$ cat config.mk
export PLATFORM = sky130hd
export DESIGN_NAME = sram_req_arbiter
export DESIGN_NICKNAME = d
export VERILOG_FILES = /design/src/rtl/sram_arb_pkg.sv /design/src/rtl/sram_rr_arbiter.sv /design/src/rtl/sram_req_arbiter.sv
export SDC_FILE = /design/constraint.sdc
export NUM_CORES = 1
export LEC_CHECK = 0
export ABC_CLOCK_PERIOD_IN_PS = 2900
export BUFFER_PORTS_ARGS = -buffer_cell sky130_fd_sc_hd__buf_2
export CAP_MARGIN = 20
export CORE_MARGIN = 4
export CORE_UTILIZATION = 50
export CTS_BUF_LIST = sky130_fd_sc_hd__clkbuf_16
export DETAILED_ROUTE_END_ITERATION = 8
export GPL_TIMING_DRIVEN = 0
export PLACE_DENSITY = 0.9
export SYNTH_ARGS = -nofsm -noshare
export SYNTH_HDL_FRONTEND = slang
export SYNTH_SLANG_ARGS = --single-unit
$ cat constraint.sdc
create_clock -name clk -period 2.9 [get_ports clk]
set_clock_uncertainty 0.1 [all_clocks]
set_input_delay 0.29 -clock clk [delete_from_list [all_inputs] [get_ports clk]]
set_output_delay 0.29 -clock clk [all_outputs]
set_load 0.01 [all_outputs]
$ cat src/rtl/sram_arb_pkg.sv
// Shared types and constants for the SRAM request arbiter: FSM states,
// requester ids and the byte-address window split.
package sram_arb_pkg;

  typedef enum logic [2:0] {
    IDLE,
    WR,
    RD0,
    RD1,
    DONE
  } state_e;

  typedef enum logic {
    PORT_I = 1'b0,
    PORT_D = 1'b1
  } port_e;

  // Byte-offset bits dropped when converting a byte address to a word address.
  localparam int BYTE_LSBS = 2;

  // Lowest byte-address bit that selects the SRAM window rather than a word.
  function automatic int win_lsb(input int addr_width);
    return addr_width + BYTE_LSBS;
  endfunction

endpackage

$ cat src/rtl/sram_rr_arbiter.sv
// Two-way round-robin grant between the instruction (I) and data (D) requesters.
// The grant is combinational; last_grant advances only when the FSM accepts it.
module sram_rr_arbiter
  import sram_arb_pkg::*;
(
  input  logic clk,
  input  logic nRst,
  input  logic i_req,
  input  logic d_req,
  input  logic update,
  output logic grant_valid,
  output logic grant_d
);

  port_e last_grant;
  port_e winner;

  always_comb begin
    // NOTE: winner gets a default before any branch so no path leaves it
    // unassigned, which would otherwise infer a latch.
    winner = PORT_I;
    if (i_req && d_req) begin
      winner = (last_grant == PORT_I) ? PORT_D : PORT_I;
    end else if (d_req) begin
      winner = PORT_D;
    end
  end

  assign grant_valid = i_req | d_req;
  assign grant_d     = (winner == PORT_D);

  // Reset to I so the first tie after reset goes to D.
  always_ff @(posedge clk or negedge nRst) begin
    if (!nRst) begin
      last_grant <= PORT_I;
    end else if (update && grant_valid) begin
      last_grant <= winner;
    end
  end

endmodule

$ cat src/rtl/sram_req_arbiter.sv
// Front-end for a 1W/1R SRAM macro: round-robin between an instruction reader
// and a data read/write port, byte-to-word address translation, registered acks.
module sram_req_arbiter
  import sram_arb_pkg::*;
#(
  parameter int          ADDR_WIDTH = 11,
  parameter int          DATA_WIDTH = 32,
  parameter int          NUM_WMASKS = 4,
  parameter logic [31:0] BASE_ADDR  = 32'h0000_0000
) (
  input  logic                  clk,
  input  logic                  nRst,
  input  logic                  i_req,
  input  logic [31:0]           i_addr,
  output logic                  i_ack,
  output logic                  i_err,
  output logic [DATA_WIDTH-1:0] i_rdata,
  input  logic                  d_req,
  input  logic                  d_we,
  input  logic [NUM_WMASKS-1:0] d_sel,
  input  logic [31:0]           d_addr,
  input  logic [DATA_WIDTH-1:0] d_wdata,
  output logic                  d_ack,
  output logic                  d_err,
  output logic [DATA_WIDTH-1:0] d_rdata,
  output logic                  sram_csb0,
  output logic [NUM_WMASKS-1:0] sram_wmask0,
  output logic [ADDR_WIDTH-1:0] sram_addr0,
  output logic [DATA_WIDTH-1:0] sram_din0,
  output logic                  sram_csb1,
  output logic [ADDR_WIDTH-1:0] sram_addr1,
  input  logic [DATA_WIDTH-1:0] sram_dout1
);

  localparam int WIN_LSB = win_lsb(ADDR_WIDTH);

  state_e                state;
  port_e                 cur_port;
  logic                  gnt_valid;
  logic                  gnt_d;
  logic [31:0]           sel_addr;
  logic [ADDR_WIDTH-1:0] word;
  logic                  in_range;
  logic                  is_write;

  sram_rr_arbiter u_rr (
    .clk         (clk),
    .nRst        (nRst),
    .i_req       (i_req),
    .d_req       (d_req),
    .update      (state == IDLE),
    .grant_valid (gnt_valid),
    .grant_d     (gnt_d)
  );

  assign sel_addr = gnt_d ? d_addr : i_addr;
  assign word     = sel_addr[WIN_LSB-1:BYTE_LSBS];
  assign in_range = (sel_addr[31:WIN_LSB] == BASE_ADDR[31:WIN_LSB]);
  assign is_write = gnt_d & d_we;

  always_ff @(posedge clk or negedge nRst) begin
    if (!nRst) begin
      state       <= IDLE;
      cur_port    <= PORT_I;
      sram_csb0   <= 1'b1;
      sram_wmask0 <= '0;
      sram_addr0  <= '0;
      sram_din0   <= '0;
      sram_csb1   <= 1'b1;
      sram_addr1  <= '0;
      i_ack       <= 1'b0;
      i_err       <= 1'b0;
      i_rdata     <= '0;
      d_ack       <= 1'b0;
      d_err       <= 1'b0;
      d_rdata     <= '0;
    end else begin
      // NOTE: all state and outputs use <= so every branch reads the
      // pre-edge values, matching the registered SRAM interface timing.
      case (state)
        IDLE: begin
          if (gnt_valid) begin
            cur_port <= port_e'(gnt_d);
            if (!in_range) begin
              // Reject without touching the SRAM; ack on the very next cycle.
              if (gnt_d) begin
                d_ack   <= 1'b1;
                d_err   <= 1'b1;
                d_rdata <= '0;
              end else begin
                i_ack   <= 1'b1;
                i_err   <= 1'b1;
                i_rdata <= '0;
              end
              state <= DONE;
            end else if (is_write) begin
              sram_csb0   <= 1'b0;
              sram_wmask0 <= d_sel;
              sram_addr0  <= word;
              sram_din0   <= d_wdata;
              state       <= WR;
            end else begin
              sram_csb1  <= 1'b0;
              sram_addr1 <= word;
              state      <= RD0;
            end
          end
        end
        WR: begin
          sram_csb0   <= 1'b1;
          sram_wmask0 <= '0;
          d_ack       <= 1'b1;
          state       <= DONE;
        end
        RD0: begin
          sram_csb1 <= 1'b1;
          state     <= RD1;
        end
        RD1: begin
          // The macro drove dout1 on the negedge after its capture edge.
          if (cur_port == PORT_D) begin
            d_rdata <= sram_dout1;
            d_ack   <= 1'b1;
          end else begin
            i_rdata <= sram_dout1;
            i_ack   <= 1'b1;
          end
          state <= DONE;
        end
        DONE: begin
          i_ack <= 1'b0;
          i_err <= 1'b0;
          d_ack <= 1'b0;
          d_err <= 1'b0;
          state <= IDLE;
        end
        default: state <= IDLE;
      endcase
    end
  end

endmodule

======== Word-level counts from Yosys, hierarchy flattened ========
Cells that the tools add are included.
word-level totals
  output and inout bits ................... 128
  flip-flop bits (word level) ............. 133
  logic and storage cells ................. 95
cells by class
  bitwise operators ....................... 3
  equal/unequal tests ..................... 13
  muxes and demuxes ....................... 42
  reduce and logical (&&, ||, !) cells .... 22
operators with widths
  kind                                                                    count
  32-bit two-way mux                                                      9
  32-bit case mux with 2 select lines                                     2
  4-bit AND reduction                                                     6
  5-bit AND reduction                                                     4
  19-bit zero test                                                        1
  2-bit inequality test (second input constant)                           9
  1-bit two-way mux                                                       17
  4-bit two-way mux                                                       3
  3-bit case mux with 3 select lines                                      1
  1-bit case mux with 2 select lines                                      4
  4-bit case mux with 2 select lines                                      1
  2-bit nonzero test                                                      4
  3-bit by 2-bit equality test with 1-bit output (second input constant)  2
  3-bit two-way mux                                                       2
  1-bit case mux with 4 select lines                                      1
  4-bit nonzero test                                                      1
  3-bit by 1-bit equality test with 1-bit output (second input constant)  1
  3-bit equality test (second input constant)                             1
  3-bit zero test                                                         1
  1-bit case mux with 3 select lines                                      1
  3-bit nonzero test                                                      1
  1-bit logical AND                                                       2
  2-bit two-way mux                                                       1
  2-bit AND reduction                                                     1
  4 further kinds                                                         4

======== Longest topological paths before layout ========
Gate-level depths: netlist (run 1).
  word-level depth ........................ 7
  depth in mapped cells ................... 7

======== Hierarchy ========
A second synthesis (run 1) with hierarchy kept.
unflattened totals
  cell total of the unflattened synthesis .. 434
  area, all modules ....................... 5646.7 µm²
by module, submodules not included
  module            sequential area each (µm²)  cells an instance  instances  area each (µm²)
  sram_req_arbiter  3305.7                      429                1          5596.6
  sram_rr_arbiter   25.0                        5                  1          50.0

======== Least setup slack after synthesis (run 1) ========
OpenSTA, ideal clock, no wires.
  kind .................................... reg2reg
  start ................................... register state[2]
  end ..................................... register sram_din0[10]
  arrival time ............................ 1.690 ns
  slack ................................... 0.986 ns
  stages on the path, launching flop included .. 7
  path buffers ............................ 2
  data required time ...................... 2.675 ns
  period minus slack after synthesis ...... 1.914 ns
  path through ............................ dfrtp_1 -> buf_2 -> nor3_4 -> nand3_4 -> nor2_8 -> buf_6 -> mux2_2
between the ends
  longest elaborated chain between the ends .. 2
ends and longest elaborated chain
  item                           RTL line                 text
  start, declared                sram_req_arbiter.sv:37   state_e state;
  start signal, assigned         sram_req_arbiter.sv:63   state <= IDLE;
  start signal, assigned         sram_req_arbiter.sv:95   state <= DONE;
  start signal, assigned         sram_req_arbiter.sv:101  state <= WR;
  3-bit zero test                sram_req_arbiter.sv:80   case (state)
  4-bit AND reduction (no line)  -
  end signal, assigned           sram_req_arbiter.sv:100  sram_din0 <= d_wdata;
  end, declared                  sram_req_arbiter.sv:29   output logic [DATA_WIDTH-1:0] sram_din0,
Every way passes these cells.
A chain may end at the register's enable or synchronous reset.

======== Worst setup path in the final report (run 1) ========
  start ................................... register state[2]
  end ..................................... register i_rdata[23]
between the ends
  longest elaborated chain between the ends .. 3
  elaborated cells on any way between the ends .. 9
ends and longest elaborated chain
  item                                                                                      RTL line                 text
  3-bit by 2-bit equality test with 1-bit output / 3-bit zero test (equally long branches)  sram_req_arbiter.sv:80
  2-bit inequality test (no line) / 2-bit nonzero test (equally long branches)              -
  5-bit AND reduction (no line)                                                             -
  end signal, assigned                                                                      sram_req_arbiter.sv:125  i_rdata <= sram_dout1;
  end, declared                                                                             sram_req_arbiter.sv:17   output logic [DATA_WIDTH-1:0] i_rdata,
Several ways; a longest one is shown, not always the timed one.

==> key figures, run 1 <==
Floorplan
  • Total core area: about 11000 um2
  • Die ar.: 12900 um2
  • Initial Utilization: 51.2%
  • Rows: 38
  • Die span in x: about 110 um
  • I/O pin count: 265
  • Die height: 113 um

Global route
  • Initial antenna violation count: 2
  • Largest net degree at the start of global routing: ~100
  • GRT Overall Usage: 28.2%
  • Grt ovf: 0
  • First-pass GRT wire length: 28.1 mm
  • Vias in the first global route: 5587

Clock tree
  • CTS resizes: 0
  • TritonCTS clock tree: done
  • Clock Latency Late Sink: 0.41 ns
  • Post-CTS setup buffer count: 0
  • H-tree levels: 4
  • Hold_buf cts: 20
  • Root Buffer: clkbuf_16
  • Max Root-Sink Buffers: 2
  • Num CTS Buffers: 17
  • Clock Sinks: 132
  • Clock-pin slew on the worst setup and hold paths: 0.06 ns

Critical path
  • Worst Path Required: 3.08 ns
  • Worst Path Max Fanout: 10
  • Reg-to-reg startpoint: state[2]
  • Depth of the most critical reg-to-reg path: 5
  • R2r setup slk: 0.59 ns
  • Arr. time, crit path: 2.49 ns
  • Reg2reg end: i_rdata[23]
  • WS Path Type: register to register
  • Kind of end point of the critical path: register
  • CP Launch Type: register

Pwr
  • Combinational share of power: 8.2%
  • Clock network power share: 49.1%
  • Total chip power: 0.00443 W
  • Pint: between 0.003 and 0.004 W
  • Maximum vdd drop: 0.402 mV
  • PwrDens: 564 nW/um2
  • Switching part of the total power: between 20% and 30%
  • Net Switching: 0.00100 W
  • Sequential power share: 42.7%
  • Leak: 4.31 nW

Timing
  • RSZ-0062 raised after global routing: no
  • Fin. max-slew vios: 0
  • Hold_ws: 0.0107 ns
  • Final Hold Vio Count: 0
  • Final setup vio count: 0
  • PnR worst setup slack: 0.589 ns
  • Achievable frequency: 433 MHz
  • Least-Margin Pin Slew: between 0.5 and 0.6 ns
  • Final worst-path cycle share: between 70% and 80%
  • Max-slew headroom at the worst pin: between 60% and 70%
  • Period minus WS final: 2.31 ns

Route
  • Detail Route Antenna Nets: 0
  • Post-DR vias/cell: roughly 5.4
  • Routed vias: about 5.3k
  • # DRC: 0
  • DR pass1 iterations: 5
  • DRT iter0 DRCs: 447
  • Wirelength per Cell: 18.4 um
  • Routed WL: 17.9 mm

Logic synthesis
  • Post-synth top flop: dfrtp_1
  • Distinct cells, synth: 42
  • Synthesis-stage register bit count: ~130
  • Post-Synthesis Cells: around 520
  • Netlist Area Pre-Place: 5550 um2
  • Syn avg cell area: 10.6 um2
  • Synth warnings: 0
  • Seq/Total Area, Yosys: slightly below 60%
  • Synth async-reset ratio: 100%
  • Synth Net Count: 659
  • Post-synth EDFFs: 0

Final layout
  • Share of post-route cells with drive strength above 1: 42.8%
  • Area of the multi-input gates: 2050 um2
  • Filler cells: 715
  • Finished Cell Area: 7860 um2
  • Layout area overhead: 41.6%
  • Fin cells: 976
  • Storage element area: ~3300 um2
  • Final #Nets: around 960

Hold path
  • Hold-critical path depth: 2
  • Hold endpoint: sram_din0[2]
  • Worst Hold Launch: d_wdata[2]
  • Hold WC Path Type: input port to register

Job
  • Max-Cap Viols: 0

Place
  • Input/output buffers: 260
  • Placed cell areas: 7060 um2
  • Pre-CTS setup slack: about 0.60 ns
  • Final GP Congestion: just under 0.9
  • Placed Instances: 923
  • HPWL after DPL: 12.3 mm

Outcome
  • Status: finished, final reports clean
## layout by cell type (no fill, tap or decap), drive strengths merged, types with 2 or more instances in the layout
cell type | synthesis | final
a21oi | 36 | 36
and4 | 3 | 3
mux2 | 54 | 54
nor3 | 3 | 3
o311ai | 4 | 4
nor4 | 9 | 9
dfrtp | 130 | 130
o21ai | 35 | 35
inv | 8 | 11
a31oi | 2 | 2
dlygate4sd3 | 0 | 20
buf | 10 | 271
bufinv | 0 | 4
a21boi | 2 | 2
clkinv | 0 | 7
o21a | 3 | 3
nand4 | 7 | 7
nor2 | 8 | 8
and3 | 2 | 2
nand3 | 2 | 2
clkbuf | 22 | 39
dfstp | 2 | 2
nand2 | 169 | 169
## worst max-delay path by stage
stage / endpoint / from / slack, ns
after floorplan: sram_din0[10] / state[2] / 0.99
after global placement: sram_din0[19] / nRst / -0.26
after detailed placement: i_rdata[20] / state[2] / 0.60
after CTS: i_rdata[23] / state[2] / 0.57
after global routing: i_rdata[26] / state[2] / 0.43
final: i_rdata[23] / state[2] / 0.59
## kinds of logic (layout without fill, tap and decap cells)
family / count (synthesis) / count (layout) / synth area share (%)
and+or+nand+nor: 207 / 207 / 16.6
DFF: 132 / 132 / 59.5
buffers and inverters: 40 / 353 / 3.54
muxes: 54 / 54 / 11.0
other: 0 / 1 / 0
AOI/OAI and AO/OA: 89 / 89 / 9.38
## critical path, cell delays in order, from the launching register on
cell and delay (ns):
dfrtp_1 0.35, buf_2 0.17, nor3_4 0.46, nor3b_2 0.56
clkbuf_1 0.37, o21ai_0 0.17
## stage by stage
step                setup TNS (ns)  util [%]
global route                     0      72.5
CTS                              0      72.5
finish                           0      72.5
floorplan                        0         -
global placement            -32.28      64.8
detailed placement               0      65.1
## power by group through the flow
stage               combinational (W)  sequential [W]  clock [W]
floorplan                    0.000126         0.00193          0
global placement             0.000324         0.00192          0
detailed placement           0.000339         0.00192          0
CTS                          0.000363         0.00189    0.00220
global route                 0.000405         0.00189    0.00229
finish                       0.000365         0.00189    0.00218
## cell usage after synthesis, drive strengths merged (3+ instances only)
cell | count | area [um2]
nor4 | 9 | 56.3
clkbuf | 22 | 85.1
buf | 10 | 81.3
dfrtp | 130 | 3250
inv | 8 | 30.0
mux2 | 54 | 608
a21oi | 36 | 180
o311ai | 4 | 35.0
o21a | 3 | 22.5
nor3 | 3 | 26.3
nor2 | 8 | 53.8
nand2 | 169 | 637
o21ai | 35 | 175
and4 | 3 | 26.3
nand4 | 7 | 50.1
## cell type report
cell class	instances	area share [%]
diodes	1	0.0318
plain buffers	32	2.12
clock buffers	17	5.41
clock inverters	15	2.20
inverters	8	0.382
multi-input cells	350	26.1
flip-flops and latches	132	42.0
well taps	140	2.23
repair buffers	281	19.5
## flip-flops by register name, indices dropped and copies added, names as in the netlist, 3 cells and up
register	flops
d_rdata	32
i_rdata	32
sram_din0	32
sram_addr0	11
sram_addr1	11
sram_wmask0	4
state	3
## per-layer routing
metal,track usage [%],vias up,part of all wire (%)
li1,-,2378,-
met5,0,-,0.11
met3,10.0,50,9.8
met1,30.6,2523,36
met4,12.0,2,2.8
met2,50.0,297,52
Note: power is estimated with default switching activity, not from simulation.
==> run 2: changes to the inputs <==
Settings changed: ABC_CLOCK_PERIOD_IN_PS 2900 to 2000, CORE_UTILIZATION 50 to 42, PLACE_DENSITY 0.9 to 0.82.
Clock period 2.9 ns to 2 ns, I/O delays scaled along.
==> run 2 against run 1 <==
Net effect:
- the run now ends with negative setup slack left
- highest routed layer is now met4
- largest cell class unchanged
- die area rose by 18%
- power rose by 50%
- combinational power rose by 87%
- count of clock-buffer cells in the layout did not move
==> key figures, run 2 (same netlist as run 1, synthesis figures left out) <==
Floorplan
  • Die span in x: 123 um (was 113 um)
  • Die ar.: 15100 um2 (was 12900 um2)
  • I/O pin count: 265 (unchanged)
  • Rows: 41 (was 38)
  • Initial Utilization: 43.5% (was 51.2%)
  • Total core area: 12800 um2 (was 10800 um2)
  • Die height: 123 um (was 113 um)

Route
  • # DRC: 0 (unchanged)
  • Routed WL: 18.7 mm (was 17.9 mm)
  • Post-DR vias/cell: 5.01 (was 5.38)
  • DR pass1 iterations: 4 (was 5)
  • Wirelength per Cell: 17.4 um (was 18.4 um)
  • Detail Route Antenna Nets: 0 (unchanged)
  • Routed vias: 5388 (was 5250)
  • DRT iter0 DRCs: 330 (was 447)

Final layout
  • Finished Cell Area: 8750 um2 (was 7860 um2)
  • Commonest non-fill, non-tap cells in the layout: buf_2 (263), nand2_1 (168), dfrtp_1 (129), dlygate4sd3_1 (68), a21oi_1 (36) (was buf_2 (264), nand2_1 (168), dfrtp_1 (130), mux2_2 (46), a21oi_1 (36))
  • Share of post-route cells with drive strength above 1: 43.8% (was 42.8%)
  • Final #Nets: 1027 (was 959)
  • Top flop regs: d_rdata x32, i_rdata x32, sram_din0 x32 (unchanged)
  • Commonest non-fill, non-tap cell in the layout: buf_2 (unchanged)
  • Fin util: 68.5% (was 72.5%)
  • Layout area overhead: 57.6% (was 41.6%)

Outcome
  • Status: finished with violations (was finished, final reports clean)
  • Failing checks: negative setup slack

Pwr
  • Leak: 4.69 nW (was 4.31 nW)
  • PwrDens: 762 nW/um2 (was 564 nW/um2)
  • Combinational share of power: 10.3% (was 8.2%)
  • Maximum vdd drop: 0.414 mV (was 0.402 mV)
  • Pint: 0.00511 W (was 0.00343 W)
  • Clock network power share: 48.7% (was 49.1%)
  • Net Switching: 0.00155 W (was 0.00100 W)
  • Switching part of the total power: 23.3% (was 22.6%)
  • Sequential power share: 41.1% (was 42.7%)

Global route
  • Vias in the first global route: 5464 (was 5587)
  • First-pass GRT wire length: 27.3 mm (was 28.1 mm)
  • Grt ovf: 0 (unchanged)
  • GRT Overall Usage: 23.5% (was 28.2%)
  • Initial antenna violation count: 0 (was 2)
  • Largest net degree at the start of global routing: 70 (was 102)

Timing
  • Final setup vio count: 2 (was 0)
  • Achievable frequency: 500 MHz (was 433 MHz)
  • Period minus WS final: 2.00 ns (was 2.31 ns)
  • Final worst-path cycle share: 100% (was 79.7%)
  • Least-Margin Pin Slew: 0.607 ns (was 0.556 ns)
  • PnR worst setup slack: -0.00106 ns (was 0.589 ns)
  • Fin. max-slew vios: 0 (unchanged)
  • Final Hold Vio Count: 0 (unchanged)
  • Hold_ws: 0.0108 ns (was 0.0107 ns)
  • RSZ-0062 raised after global routing: yes (was no)
  • Max-slew headroom at the worst pin: 59.5% (was 62.6%)

Critical path
  • Arr. time, crit path: 2.20 ns (was 2.49 ns)
  • Worst Path Max Fanout: 10 (unchanged)
  • Critical path buffers and inverters: 2 (unchanged)
  • Slowest cell on crit path: dfrtp_1 (was nor3b_2)
  • CP Launch Type: register (unchanged)
  • CP Launch Point: state[2] (unchanged)
  • Worst Path Required: 2.20 ns (was 3.08 ns)
  • Kind of end point of the critical path: register (unchanged)
  • Crit path cell chain: buf_6 > nor3_4 > nand3_4 > nor2_8 > buf_8 > mux2_2 (was buf_2 > nor3_4 > nor3b_2 > clkbuf_1 > o21ai_0)
  • WS Path Type: register to register (unchanged)
  • Delay-heaviest family, CP: simple AND/OR/NAND/NOR gates (unchanged)
  • Reg-to-reg startpoint: state[2] (unchanged)
  • CP peak stage delay: 0.37 ns (was 0.56 ns)

Place
  • HPWL after DPL: 12.3 mm (about the same)
  • Final GP Congestion: 0.828 (was 0.884)
  • Placed cell areas: 7100 um2 (was 7060 um2)
  • Input/output buffers: 260 (unchanged)

Clock tree
  • Clock Latency Late Sink: 0.42 ns (was 0.41 ns)
  • Root Buffer: clkbuf_16 (unchanged)
  • Max Root-Sink Buffers: 2 (unchanged)
  • Clock-pin slew on the worst setup and hold paths: 0.06 ns (about the same)
  • Num CTS Buffers: 17 (unchanged)
  • H-tree levels: 4 (unchanged)
  • Clock Sinks: 132 (unchanged)
  • TritonCTS clock tree: done (unchanged)

Job
  • Max-Cap Viols: 0 (unchanged)

Hold path
  • Worst Hold Launch: d_addr[5] (was d_wdata[2])
  • Hold WC Path Type: input port to register (unchanged)
run 2: cell types whose count changed in the layout (fill, tap and decap cells not counted), sizes merged:
| cell | change |
|---|---|
| dlygate4sd3 | +48 |
| buf | +19 |
| clkinv | -1 |
| clkinvlp | +1 |
| inv | -1 |
| nor2 | +1 |
run 2: timing repair:
item / CTS / global route
hold endpoints to repair: 160 / 1
resized for setup: 7 / 49
setup buffers: 5 / 14
hold buffers: 67 / 1
endpoints found under the setup margin: 114 / 105
pin swaps: 3 / 7
cloned: 0 / 3
run 2: layer usage:
metal	routed length, um	GRT usage, %	vias up	part of all wire, %
met3	1510	7.14	38	8.1
met2	9610	41.0	225	51
li1	-	-	2515	-
met4	427	9.20	0	2.3
met1	7170	27.0	2610	38
met5	0	0	-	0
run 2: worst min-delay path: stages:
cell and delay (ns):
buf_2 0.07, nand2_1 0.04, nand2_1 0.06, mux2_1 0.12
run 2: power by group through the flow:
stage	sequential [W]	combinational, W	clock, W
floorplan	0.00279	0.000183	0
global placement	0.00278	0.000475	0
detailed placement	0.00278	0.000494	0
CTS	0.00274	0.000637	0.00328
global route	0.00274	0.000750	0.00341
finish	0.00274	0.000684	0.00324
run 2: final timing paths:
kind | end | slack [ns] | cells after the start
max | sram_din0[3] | -0.001 | 6
min | sram_addr1[3] | 0.01 | 4
max reg2reg | sram_din0[3] | -0.001 | 6
min reg2reg | sram_addr1[3] | 0.38 | 1
max in group asynchronous | sram_addr0[6] | 0.80 | 3
min in group asynchronous | i_rdata[23] | 0.26 | 2
run 2: through the flow:
step	total power (W)	setup slack, ns	cells	setup TNS [ns]
after global routing	0.00690	-0.0786	1074	-1.81
after floorplan	0.00298	0.0856	522	0
after global placement	0.00326	-1.14	954	-163.11
after CTS	0.00666	-0.0187	1058	-0.160
after detailed placement	0.00328	-0.283	955	-17.78
final	0.00667	-0.00106	1075	-0.00129
run 2: area by class of cell:
type | count | area (um2)
inverter | 8 | 30.0
multi-input combinational | 351 | 2170
antenna | 1 | 2.50
timing repair buffer | 350 | 2210
clock inverter | 14 | 185
clock buffer | 17 | 425
tap | 172 | 215
buffer | 30 | 199
sequential | 132 | 3310
fill | 906 | 4030
==> run 3: changes to the inputs <==
Settings changed: CORE_MARGIN 4 to 2, GPL_TIMING_DRIVEN 0 to unset, SETUP_SLACK_MARGIN set to 0.4.
==> run 3 against run 2 <==
Net effect:
- the flow now finishes without violations
- non-clock buffer count is 1 lower
- die area is 6.4% lower
- core utilization is 3.0 points higher
- fmax is 9.2% higher
- sequential power hardly changed
- count of clock-buffer cells in the layout stayed put
- worst hold slack better by 0.030 ns
- largest cell class unchanged
==> key figures, run 3 (same netlist as run 1, synthesis figures left out) <==
Hold path
  • Hold WC Path Type: input port to register (unchanged)
  • Hold endpoint: sram_addr1[1] (was sram_addr1[3])
  • Hold-critical path depth: 4 (unchanged)
  • Worst Hold Launch: d_addr[3] (was d_addr[5])

Critical path
  • Critical path buffers and inverters: 1 (was 2)
  • Reg-to-reg startpoint: cur_port (was state[2])
  • Worst Path Max Fanout: 6 (was 10)
  • CP peak stage delay: 0.41 ns (was 0.37 ns)
  • Depth of the most critical reg-to-reg path: 6 (unchanged)
  • Delay-heaviest family, CP: compound AO/OA/AOI/OAI gates (was simple AND/OR/NAND/NOR gates)
  • Reg2reg end: sram_addr1[5] (was sram_din0[3])
  • Worst Path Required: 2.19 ns (was 2.20 ns)
  • Kind of end point of the critical path: register (unchanged)
  • CP Launch Type: register (unchanged)
  • Arr. time, crit path: 2.02 ns (was 2.20 ns)
  • WS Path Type: register to register (unchanged)
  • R2r setup slk: 0.17 ns (was -0.001 ns)
  • Slowest cell on crit path: dfrtp_2 (was dfrtp_1)
  • Crit path cell chain: a21bo_1 > nand4_2 > nor2_4 > buf_12 > o211a_4 > mux2_4 (was buf_6 > nor3_4 > nand3_4 > nor2_8 > buf_8 > mux2_2)

Timing
  • Final Hold Vio Count: 0 (unchanged)
  • Period minus WS final: 1.83 ns (was 2.00 ns)
  • Least-Margin Pin Slew: 0.387 ns (was 0.607 ns)
  • Fin. max-slew vios: 0 (unchanged)
  • Achievable frequency: 546 MHz (was 500 MHz)
  • Final setup vio count: 0 (was 2)
  • Final worst-path cycle share: 91.6% (was 100%)
  • Fin Setup TNS: 0 ns (was -0.00129 ns)
  • RSZ-0062 raised after global routing: yes (unchanged)
  • PnR worst setup slack: 0.168 ns (was -0.00106 ns)
  • Max-slew headroom at the worst pin: 74.0% (was 59.5%)

Place
  • Final GP Congestion: 0.787 (was 0.828)
  • Input/output buffers: 260 (unchanged)
  • HPWL after DPL: 10.6 mm (was 12.3 mm)
  • Pre-CTS setup slack: 0.0342 ns (was -0.283 ns)
  • Placed cell areas: 7270 um2 (was 7100 um2)

Clock tree
  • Clock Sinks: 132 (unchanged)
  • H-tree levels: 4 (unchanged)
  • Clock-pin slew on the worst setup and hold paths: 0.05 ns (was 0.06 ns)
  • Clock Latency Late Sink: 0.41 ns (was 0.42 ns)
  • Root Buffer: clkbuf_16 (unchanged)
  • TritonCTS clock tree: done (unchanged)
  • Max Root-Sink Buffers: 2 (unchanged)
  • Num CTS Buffers: 17 (unchanged)

Route
  • DRT iter0 DRCs: 350 (was 330)
  • Routed vias: 5475 (was 5388)
  • Wirelength per Cell: 17.7 um (was 17.4 um)
  • Post-DR vias/cell: 5.07 (was 5.01)
  • Routed WL: 19.1 mm (was 18.7 mm)
  • DR pass1 iterations: 4 (unchanged)
  • Detail Route Antenna Nets: 0 (unchanged)
  • # DRC: 0 (unchanged)

Final layout
  • Commonest non-fill, non-tap cells in the layout: buf_2 (259), nand2_1 (168), dfrtp_1 (129), dlygate4sd3_1 (71), mux2_4 (53) (was buf_2 (263), nand2_1 (168), dfrtp_1 (129), dlygate4sd3_1 (68), a21oi_1 (36))
  • Top flop regs: d_rdata x32, i_rdata x32, sram_din0 x32 (unchanged)
  • Filler cells: 866 (was 906)
  • Finished Cell Area: 9350 um2 (was 8750 um2)
  • Fin util: 71.4% (was 68.5%)
  • Final #Nets: 1026 (was 1027)
  • Share of post-route cells with drive strength above 1: 49.0% (was 43.8%)
  • Commonest non-fill, non-tap cell in the layout: buf_2 (unchanged)
  • Layout area overhead: 68.4% (was 57.6%)

Outcome
  • Status: finished, final reports clean (was finished with violations)

Pwr
  • Switching part of the total power: 23.3% (about the same)
  • Pint: 0.00503 W (was 0.00511 W)
  • Maximum vdd drop: 0.573 mV (was 0.414 mV)
  • Combinational share of power: 12.1% (was 10.3%)
  • Sequential power share: 41.9% (was 41.1%)
  • Net Switching: 0.00152 W (was 0.00155 W)
  • PwrDens: 701 nW/um2 (was 762 nW/um2)
  • Leak: 4.90 nW (was 4.69 nW)
  • Clock network power share: 46.1% (was 48.7%)
  • Total chip power: 0.00655 W (was 0.00667 W)

Global route
  • Initial antenna violation count: 1 (was 0)
  • Vias in the first global route: 5638 (was 5464)
  • First-pass GRT wire length: 28.2 mm (was 27.3 mm)
  • Largest net degree at the start of global routing: 46 (was 70)
  • GRT Overall Usage: 25.4% (was 23.5%)
  • Grt ovf: 0 (unchanged)

Job
  • Max-Cap Viols: 0 (unchanged)

Floorplan
  • I/O pin count: 265 (unchanged)
  • Rows: 42 (was 41)
  • Die height: 119 um (was 123 um)
  • Total core area: 13100 um2 (was 12800 um2)
  • Die span in x: 119 um (was 123 um)
  • Initial Utilization: 42.4% (was 43.5%)
  • Die ar.: 14200 um2 (was 15100 um2)
-- run 3: cell types whose count changed in the layout (fill, tap and decap cells not counted), moves of 5 or more --
cell | before | now
mux2_4 | 24 | 53
buf_12 | 0 | 12
buf_8 | 5 | 0
clkbuf_1 | 10 | 0
o21ai_0 | 31 | 1
mux2_1 | 8 | 0
buf_4 | 19 | 14
clkbuf_2 | 8 | 0
o21ai_2 | 1 | 29
mux2_2 | 22 | 1
buf_6 | 2 | 13
-- run 3: final cells by class --
class | instances | area [um2] | share of cell area (%)
flip-flops and latches | 132 | 3310 | 35.4
repair buffers | 379 | 2760 | 29.5
multi-input cells | 351 | 2450 | 26.2
diodes | 1 | 2.50 | 0.0268
clock inverters | 15 | 149 | 1.59
inverters | 8 | 33.8 | 0.361
well taps | 176 | 220 | 2.36
clock buffers | 17 | 425 | 4.55
-- run 3: worst reg2reg max path: cells and delay by family, from the launching register on --
kind	cells	cell delay, ns
flip-flops	1	0.41
AO/OA/AOI/OAI	2	0.41
buffers and inverters	1	0.12
multiplexers	1	0.33
AND/OR/NAND/NOR	2	0.34
-- run 3: power by group through the flow --
stage,logic [W],clock network [W],registers [W]
floorplan,0.000189,0,0.00280
global placement,0.000502,0,0.00279
detailed placement,0.000510,0,0.00279
CTS,0.000666,0.00307,0.00274
global route,0.000855,0.00319,0.00274
finish,0.000792,0.00302,0.00274
-- run 3: repair_timing --
action,4_1_cts,5_1_grt
gates cloned,6,7
hold buffers,71,0
setup endpoints to repair,98,131
setup buffers,10,7
gates resized for setup,44,88
endpoints found under the hold margin,231,0
pin swaps,12,27
-- run 3: worst max path at each step --
stage / from / endpoint / slack [ns] / cells after the start
floorplan: state[2] / sram_addr0[4] / 0.18 / 6
global placement: i_addr[25] / sram_addr1[0] / 0.06 / 6
detailed placement: d_addr[25] / sram_addr1[5] / 0.03 / 6
CTS: cur_port / i_rdata[8] / 0.20 / 8
global route: state[0] / sram_din0[28] / 0.11 / 6
finish: cur_port / sram_addr1[5] / 0.17 / 6
-- run 3: per-stage QoR --
| stage | cells | hold slack (ns) |
|---|---|---|
| 4_1_cts | 1064 | 0.0168 |
| 3_3_place_gp | 945 | 0.00533 |
| 6_report | 1079 | 0.0407 |
| 5_1_grt | 1079 | 0.0522 |
| 3_5_place_dp | 945 | 0.00503 |
| 2_1_floorplan | 522 | -0.196 |
-- run 3: routing by layer --
layer | routed length [um] | track usage (%) | up-vias
met5 | 0 | 0 | -
met4 | 521 | 11.2 | 0
met3 | 1120 | 7.04 | 43
met2 | 10300 | 45.2 | 237
met1 | 7240 | 28.3 | 2682
li1 | - | - | 2513
